==> config.mk <==
export PLATFORM = sky130hd
export DESIGN_NAME = clfsr_stream_cipher
export DESIGN_NICKNAME = d
export VERILOG_FILES = /design/src/rtl/clfsr_pkg.sv /design/src/rtl/clfsr_keygen.sv /design/src/rtl/clfsr_stream_cipher.sv
export SDC_FILE = /design/constraint.sdc
export NUM_CORES = 1
export LEC_CHECK = 0
export CAP_MARGIN = 30
export CORE_ASPECT_RATIO = 1.2
export CORE_MARGIN = 5
export CORE_UTILIZATION = 55
export CTS_CLUSTER_DIAMETER = 60
export DETAILED_ROUTE_END_ITERATION = 8
export PLACE_DENSITY_LB_ADDON = 0.15
export SLEW_MARGIN = 20
export SYNTH_ARGS = -nofsm -noshare
export SYNTH_HDL_FRONTEND = slang
export SYNTH_HIERARCHICAL = 1
export SYNTH_SLANG_ARGS = --single-unit
==> constraint.sdc <==
create_clock -name clk -period 2.8 [get_ports clk]
set_input_delay 0.42 -clock clk [delete_from_list [all_inputs] [get_ports clk]]
set_output_delay 0.42 -clock clk [all_outputs]
set_load 0.03 [all_outputs]
==> src/rtl/clfsr_pkg.sv <==
// Shared constants, FSM encoding and mode-bit positions for the chaotic-LFSR stream cipher.
package clfsr_pkg;

    localparam int unsigned DEF_CHANNELS     = 3;
    localparam int unsigned DEF_PIXEL_W      = 8;
    localparam int unsigned DEF_LFSR_W       = 32;
    localparam logic [31:0] DEF_TAPS         = 32'h8020_0003;
    localparam int unsigned DEF_FRAME_PIXELS = 65536;

    localparam int unsigned MODE_DEC  = 0;
    localparam int unsigned MODE_DIFF = 1;

    typedef enum logic [1:0] {
        IDLE  = 2'd0,
        RUN   = 2'd1,
        FLUSH = 2'd2
    } state_e;

endpackage

==> src/rtl/clfsr_keygen.sv <==
// Galois LFSR keystream source: seed load with zero-seed fix, one step per enabled cycle.
module clfsr_keygen
    import clfsr_pkg::*;
#(
    parameter int unsigned       LFSR_W = DEF_LFSR_W,
    parameter logic [LFSR_W-1:0] TAPS   = LFSR_W'(DEF_TAPS)
) (
    input  logic              clk,
    input  logic              rst,
    input  logic              load,
    input  logic [LFSR_W-1:0] seed,
    input  logic              step,
    output logic [LFSR_W-1:0] state
);

    // A zero seed would lock the register, so it is replaced by 1.
    always_ff @(posedge clk or negedge rst) begin
        if (!rst) begin
            state <= LFSR_W'(1);
        end else if (load) begin
            state <= (seed == '0) ? LFSR_W'(1) : seed;
        end else if (step) begin
            state <= state[0] ? ((state >> 1) ^ TAPS) : (state >> 1);
        end
    end

endmodule

==> src/rtl/clfsr_stream_cipher.sv <==
// Streaming pixel cipher: XOR or add-diffusion of each channel with a Galois-LFSR keystream,
// one pixel per handshake, single registered output stage, frame-end flag and done pulse.
module clfsr_stream_cipher
    import clfsr_pkg::*;
#(
    parameter int unsigned       CHANNELS     = DEF_CHANNELS,
    parameter int unsigned       PIXEL_W      = DEF_PIXEL_W,
    parameter int unsigned       LFSR_W       = DEF_LFSR_W,
    parameter logic [LFSR_W-1:0] TAPS         = LFSR_W'(DEF_TAPS),
    parameter int unsigned       FRAME_PIXELS = DEF_FRAME_PIXELS
) (
    input  logic                          clk,
    input  logic                          rst,
    input  logic                          seed_load,
    input  logic [LFSR_W-1:0]             seed,
    input  logic [1:0]                    mode,
    input  logic                          s_valid,
    output logic                          s_ready,
    input  logic [CHANNELS*PIXEL_W-1:0]   s_data,
    output logic                          m_valid,
    input  logic                          m_ready,
    output logic [CHANNELS*PIXEL_W-1:0]   m_data,
    output logic                          m_last,
    output logic                          busy,
    output logic                          done
);

    localparam int unsigned DATA_W = CHANNELS * PIXEL_W;
    localparam int unsigned CNT_W  = $clog2(FRAME_PIXELS + 1);

    if (DATA_W > LFSR_W) begin : g_width_check
        $error("clfsr_stream_cipher: CHANNELS*PIXEL_W must not exceed LFSR_W");
    end

    state_e              state, state_nxt;
    logic [LFSR_W-1:0]   lfsr;
    logic                lfsr_load, lfsr_step;
    logic [1:0]          mode_r, mode_nxt;
    logic [CNT_W-1:0]    count, count_nxt;
    logic [DATA_W-1:0]   out_px, m_data_nxt;
    logic                m_valid_nxt, m_last_nxt, done_nxt, busy_nxt;
    logic                xfer, last_px;
    logic                unused_lfsr;

    clfsr_keygen #(
        .LFSR_W (LFSR_W),
        .TAPS   (TAPS)
    ) u_keygen (
        .clk   (clk),
        .rst   (rst),
        .load  (lfsr_load),
        .seed  (seed),
        .step  (lfsr_step),
        .state (lfsr)
    );

    // State bits above the key slice only feed the LFSR recurrence.
    assign unused_lfsr = ^lfsr;

    assign s_ready = (state == RUN) && (!m_valid || m_ready);
    assign xfer    = s_valid && s_ready;
    assign last_px = (count == CNT_W'(FRAME_PIXELS - 1));

    for (genvar c = 0; c < CHANNELS; c++) begin : g_ch
        logic [PIXEL_W-1:0] key, din, sum, dif, prev_c;

        assign key = lfsr[c*PIXEL_W +: PIXEL_W];
        assign din = s_data[c*PIXEL_W +: PIXEL_W];
        assign sum = din + key + prev_c;
        assign dif = din - key - prev_c;
        assign out_px[c*PIXEL_W +: PIXEL_W] =
            !mode_r[MODE_DIFF] ? (din ^ key) : (mode_r[MODE_DEC] ? dif : sum);

        // Chaining value is always the ciphertext byte, which decrypt sees on its input.
        always_ff @(posedge clk or negedge rst) begin
            if (!rst) begin
                prev_c <= '0;
            end else if (lfsr_load) begin
                prev_c <= '0;
            end else if (xfer) begin
                prev_c <= mode_r[MODE_DEC] ? din : out_px[c*PIXEL_W +: PIXEL_W];
            end
        end
    end

    always_comb begin
        state_nxt   = state;
        mode_nxt    = mode_r;
        count_nxt   = count;
        m_data_nxt  = m_data;
        m_valid_nxt = m_valid;
        m_last_nxt  = m_last;
        done_nxt    = 1'b0;
        lfsr_load   = 1'b0;
        lfsr_step   = 1'b0;
        unique case (state)
            IDLE: begin
                if (seed_load) begin
                    lfsr_load = 1'b1;
                    mode_nxt  = mode;
                    count_nxt = '0;
                    state_nxt = RUN;
                end
            end
            RUN: begin
                if (xfer) begin
                    m_data_nxt  = out_px;
                    m_valid_nxt = 1'b1;
                    m_last_nxt  = last_px;
                    count_nxt   = count + CNT_W'(1);
                    lfsr_step   = 1'b1;
                    if (last_px) begin
                        state_nxt = FLUSH;
                    end
                end else if (m_ready) begin
                    m_valid_nxt = 1'b0;
                    m_last_nxt  = 1'b0;
                end
            end
            FLUSH: begin
                if (m_valid && m_ready) begin
                    m_valid_nxt = 1'b0;
                    m_last_nxt  = 1'b0;
                    done_nxt    = 1'b1;
                    state_nxt   = IDLE;
                end
            end
            default: state_nxt = IDLE;
        endcase
        busy_nxt = (state_nxt != IDLE);
    end

    always_ff @(posedge clk or negedge rst) begin
        if (!rst) begin
            state   <= IDLE;
            mode_r  <= '0;
            count   <= '0;
            m_data  <= '0;
            m_valid <= 1'b0;
            m_last  <= 1'b0;
            done    <= 1'b0;
            busy    <= 1'b0;
        end else begin
            state   <= state_nxt;
            mode_r  <= mode_nxt;
            count   <= count_nxt;
            m_data  <= m_data_nxt;
            m_valid <= m_valid_nxt;
            m_last  <= m_last_nxt;
            done    <= done_nxt;
            busy    <= busy_nxt;
        end
    end

endmodule

* Word level (Yosys, flattened, before mapping)
Index checks and enable logic that the tools add are counted.
Word-level totals: flip-flop bits (word level) 105, input bits 63, output and inout bits 29, word-level logic and storage cells 91
Cells by class: add/subtract/negate cells 13, equality and inequality tests 7, multiplexer cells 39, bitwise logic cells 4, reductions and logical operators 16
Operators by type and width (number):
- $mux W32 | 4
- $mux W8 | 15
- $add A8 B8 Y8 | 6
- $sub A8 B8 Y8 | 6
- $mux W17 | 2
- $pmux W17 S2 | 1
- $logic_not A32 Y1 | 1
- $xor A8 B8 Y8 | 3
- $add A17 B1 Y17 const B | 1
- $eq A17 B16 Y1 const B | 1
- $mux W1 | 10
- $reduce_bool A2 Y1 | 5
- $mux W2 | 4
- $ne A2 B2 Y1 const B | 3
- $pmux W2 S3 | 1
- $reduce_and A3 Y1 | 2
- $not A3 Y4 | 1
- $pmux W1 S2 | 2
- $reduce_and A2 Y1 | 2
- $logic_and A1 B1 Y1 | 3
- $ne A3 B3 Y1 const B | 1
- $eq A2 B1 Y1 const B | 1
- $eq A2 B2 Y1 const B | 1
- $logic_not A2 Y1 | 1
- 2 further kinds | 2

* Logic depth before layout (Yosys ltp)
depth in word-level cells 8, gate-level depth with buffers 10, depth with buffers taken out 10

* By module
The synthesis kept the hierarchy.
By module, submodules not included:
- clfsr_stream_cipher | times used 1, cells an instance 734, area each 6662.6 µm², seq. area each 1826.8 µm²
- clfsr_keygen | times used 1, cells an instance 155, area each 1595.3 µm², seq. area each 802.0 µm²

* Worst setup path before layout
OpenSTA, ideal clock, no wires.
kind input to register, start point in s_data[18], end point reg g_ch[2].prev_c[6], setup time 132 ps, data arrival time 2309 ps, data required time 2668 ps, setup slack 359 ps, stages 8, path buffers 0, path through fa_1 ha_1 a21o_1 a311o_1 a21oi_1 xnor2_1 a221oi_2 o22ai_1
Between the ends: longest elaborated chain between the ends 7, elaborated cells on any way between the ends 9, classes of those cells 4 x add/sub; 5 x mux
RTL lines:
- from (decl) | line clfsr_stream_cipher.sv:19 | input logic [CHANNELS*PIXEL_W-1:0] s_data,
- $add A8 B8 Y8 or $sub A8 B8 Y8 (tied branches) (2 in series) | line clfsr_stream_cipher.sv:69, clfsr_stream_cipher.sv:70
- $mux W8 (*) (2 in series) | line clfsr_stream_cipher.sv:72 | !mode_r[MODE_DIFF] ? (din ^ key) : (mode_r[MODE_DEC] ? dif : sum);
- $mux W8 (*) | line clfsr_stream_cipher.sv:81 | prev_c <= mode_r[MODE_DEC] ? din : out_px[c*PIXEL_W +: PIXEL_W];
- $mux W8 (*) | line clfsr_stream_cipher.sv:80 | end else if (xfer) begin
- $mux W8 (*) | line clfsr_stream_cipher.sv:78 | end else if (lfsr_load) begin
- to (signal assigned) | line clfsr_stream_cipher.sv:81
- to (decl) | line clfsr_stream_cipher.sv:65 | logic [PIXEL_W-1:0] key, din, sum, dif, prev_c;
Every way passes the cells marked *; elsewhere a longest branch is shown, timed or not. The select of a mux whose other input is x is not followed. A chain may end at the register's enable or synchronous reset.

* Worst setup path in the final report
Ends and elaborated chain as after synthesis.

==> summary.txt <==
Status
  – Status: finished clean

Place
  – IO Port Bufs: 91
  – Routability-driven placement congestion ratio: 0.922
  – Dpl cell area: 9840 um^2
  – Place WS: -0.365 ns
  – Placed Instances: 1220
  – Detailed placer's ending HPWL: 16.1 mm

STA
  – Worst Max-Slew Pin Slew: 0.709 ns
  – Final worst slack: 0.0937 ns
  – Worst clock skew: 0.0130 ns
  – Final worst hold slack: 0.0816 ns
  – Final Setup Violations: 0
  – Min Tclk post-route: 2.71 ns
  – Rel. slew slack: 52.7%
  – Post-Route Setup TNS: 0 ns
  – Final-report hold violation count: 0
  – Final period util: 96.7%
  – F_max: 370 MHz
  – Slew Limit Fails: 0
  – Unrepaired setup endpoints after global routing: true

Synthesis
  – Syn Std Cell Area: 8260 um^2
  – Mapped Avg Cell Area: 9.29 um^2
  – Synth warn: 6
  – EDFF count, synth: 0
  – Async set or reset register ratio after synthesis: 100%
  – Post-Synthesis Cells: 889
  – Sequential area share after synthesis: 31.8%
  – Ys flop type: dfrtp_1
  – Cell variety after synth: 55
  – Synth Net Count: 1065
  – Flops & latches, synth: 105

Finish
  – Area grow syn2layout: 22.6%
  – Fraction of layout instances using a drive strength above 1: 11.3%
  – Most frequent cells in the layout: dfrtp_1 (103), nand2_1 (97), o21ai_0 (95), clkdlybuf4s50_1 (89), buf_4 (73)
  – Post-Layout Cell Count: 1237
  – Nets: 1203
  – Final core occ: 68.0%
  – Fin area: 10100 um^2
  – Most common cell after layout, fill and taps aside: dfrtp_1

Die
  – Core area: 14900 um^2
  – Initial Util: 55.4%
  – Die W: 122 um
  – Site row count: 49
  – Num ports: 92
  – Die area: 17600 um^2
  – Die H: 144 um

Setup path
  – WS Path Type: in -> reg
  – Crit path required time: 3.00 ns
  – Critical Path Source Type: input pin
  – CP endpoint kind: register
  – Critical path peak fanout: 3
  – Worst EP arrival: 2.91 ns

Clocking
  – H-tree depth: 3
  – CTS Hold Bufs: 0
  – TritonCTS clock tree: done
  – CTS Buf Count: 9
  – Skew-Pair Late Insertion Delay: 0.36 ns
  – Root Buffer: clkbuf_16
  – Clock Pin Slew Worst Setup and Hold Paths: 0.07 ns
  – Post-CTS sizing: 0
  – Post-CTS setup buffer count: 0
  – CTS Sinks: 105
  – Clock Tree Buf Depth: 2

Job
  – Max Cap Violations: 0

Detailed routing
  – Via Count: 6894
  – ANT nets after route: 0
  – DR WL/cell: 17.5 um
  – Detailed Route Iter0 Violations: 528
  – Drt first pass iters: 5
  – Drt drc: 0
  – Final WL: 21.7 mm
  – Vias per cell: 5.57

Pwr
  – Leakage: 4.54 nW
  – Power Dens Cells: 1370 nW/um^2
  – Total Power: 13.9 mW
  – Peak supply drop: 0.000921 V

Global route
  – Global-route wire length before repair: 35.4 mm
  – Initial antenna violation count: 1
  – Grt ovf: 0
  – Largest net degree at the start of global routing: 76
  – Number of global-route vias before repair: 7086
  – Gr usage total: 25.5%

Min path
  – Hold Path Class: in -> async
[logic make-up (layout without fill, tap and decap cells)]
family                   after synthesis  after routing  synth area share [%]
AO/OA/AOI/OAI                        229            229                  17.0
flip-flops                           105            105                  31.8
AND/OR/NAND/NOR                      237            237                  13.5
other                                  0              1                     0
buffers and inverters                111            254                  5.86
adder cells (fa/ha/maj)              113            113                  21.2
multiplexers                          39             39                  4.76
XOR/XNOR                              55             55                  5.83
[worst paths after layout]
kind                                    startpoint                 to  slack, ns  cells after the start
worst max-delay path                    s_data[18]  g_ch[2].prev_c[6]       0.09                      9
worst min-delay path                           rst  g_ch[0].prev_c[1]       0.08                      1
worst max register to register  u_keygen/state[18]  g_ch[2].prev_c[6]       0.17                      8
worst min register to register            state[1]           state[0]       0.48                      1
max in group asynchronous                      rst           count[0]       2.05                      2
min in group clk                          state[1]           state[0]       0.48                      1
[final cells by class]
cell class                 count  area [um^2]
sequential                   105         2630
clock inverter                 6         40.0
clock buffer                  10          229
fill                        1205         4770
multi-input combinational    673         5160
inverter                      71          279
tap                          204          255
antenna                        1         2.50
timing repair buffer         167         1530
[state kept, by name, summed over array words and instances, names as in the netlist]
name	cells
u_keygen/state	32
count	17
g_ch.prev_c	24
state	2
m_valid	1
done	1
mode_r	2
busy	1
m_data	24
m_last	1
[worst max-delay path: stages]
cell	delay, ns
clkdlybuf4s50_1	0.51
fa_1	0.48
ha_1	0.32
a21o_1	0.18
a311o_1	0.36
a21oi_1	0.18
xnor2_1	0.11
a221oi_2	0.24
o22ai_1	0.11
[cells in the mapped netlist (8+ instances only)]
master / number / share of area [%]
o211ai_1: 17 / 1.5
a21o_1: 9 / 0.82
nand2_1: 97 / 4.4
clkbuf_1: 19 / 0.86
o21ai_0: 98 / 5.9
nor2b_1: 11 / 0.83
fa_1: 45 / 11
o21a_1: 10 / 0.91
nand4_1: 10 / 0.76
xnor2_1: 31 / 3.3
dfrtp_1: 104 / 32
inv_1: 70 / 3.2
nor2_1: 61 / 2.8
nand3_1: 18 / 1.1
mux2i_1: 37 / 4.5
a31oi_1: 8 / 0.61
a211oi_1: 8 / 0.73
ha_1: 68 / 10
a21oi_1: 43 / 2.6
buf_2: 11 / 0.67
xor2_1: 24 / 2.5
[routing by layer]
metal,part of all wire (%),global-route usage (%)
met1,43,32.8
met2,49,43.7
met3,4.8,3.29
met4,3.5,10.7
met5,0,0
[report_power, final]
group	leakage, nW	switching [mW]	total (mW)	internal (mW)
combinational	3.13	5.14	9.89	4.75
clock	0.133	0.611	1.22	0.607
sequential	1.28	0.668	2.81	2.14
total	4.54	6.42	13.9	7.50
Note: power is estimated with default switching activity, not from simulation.
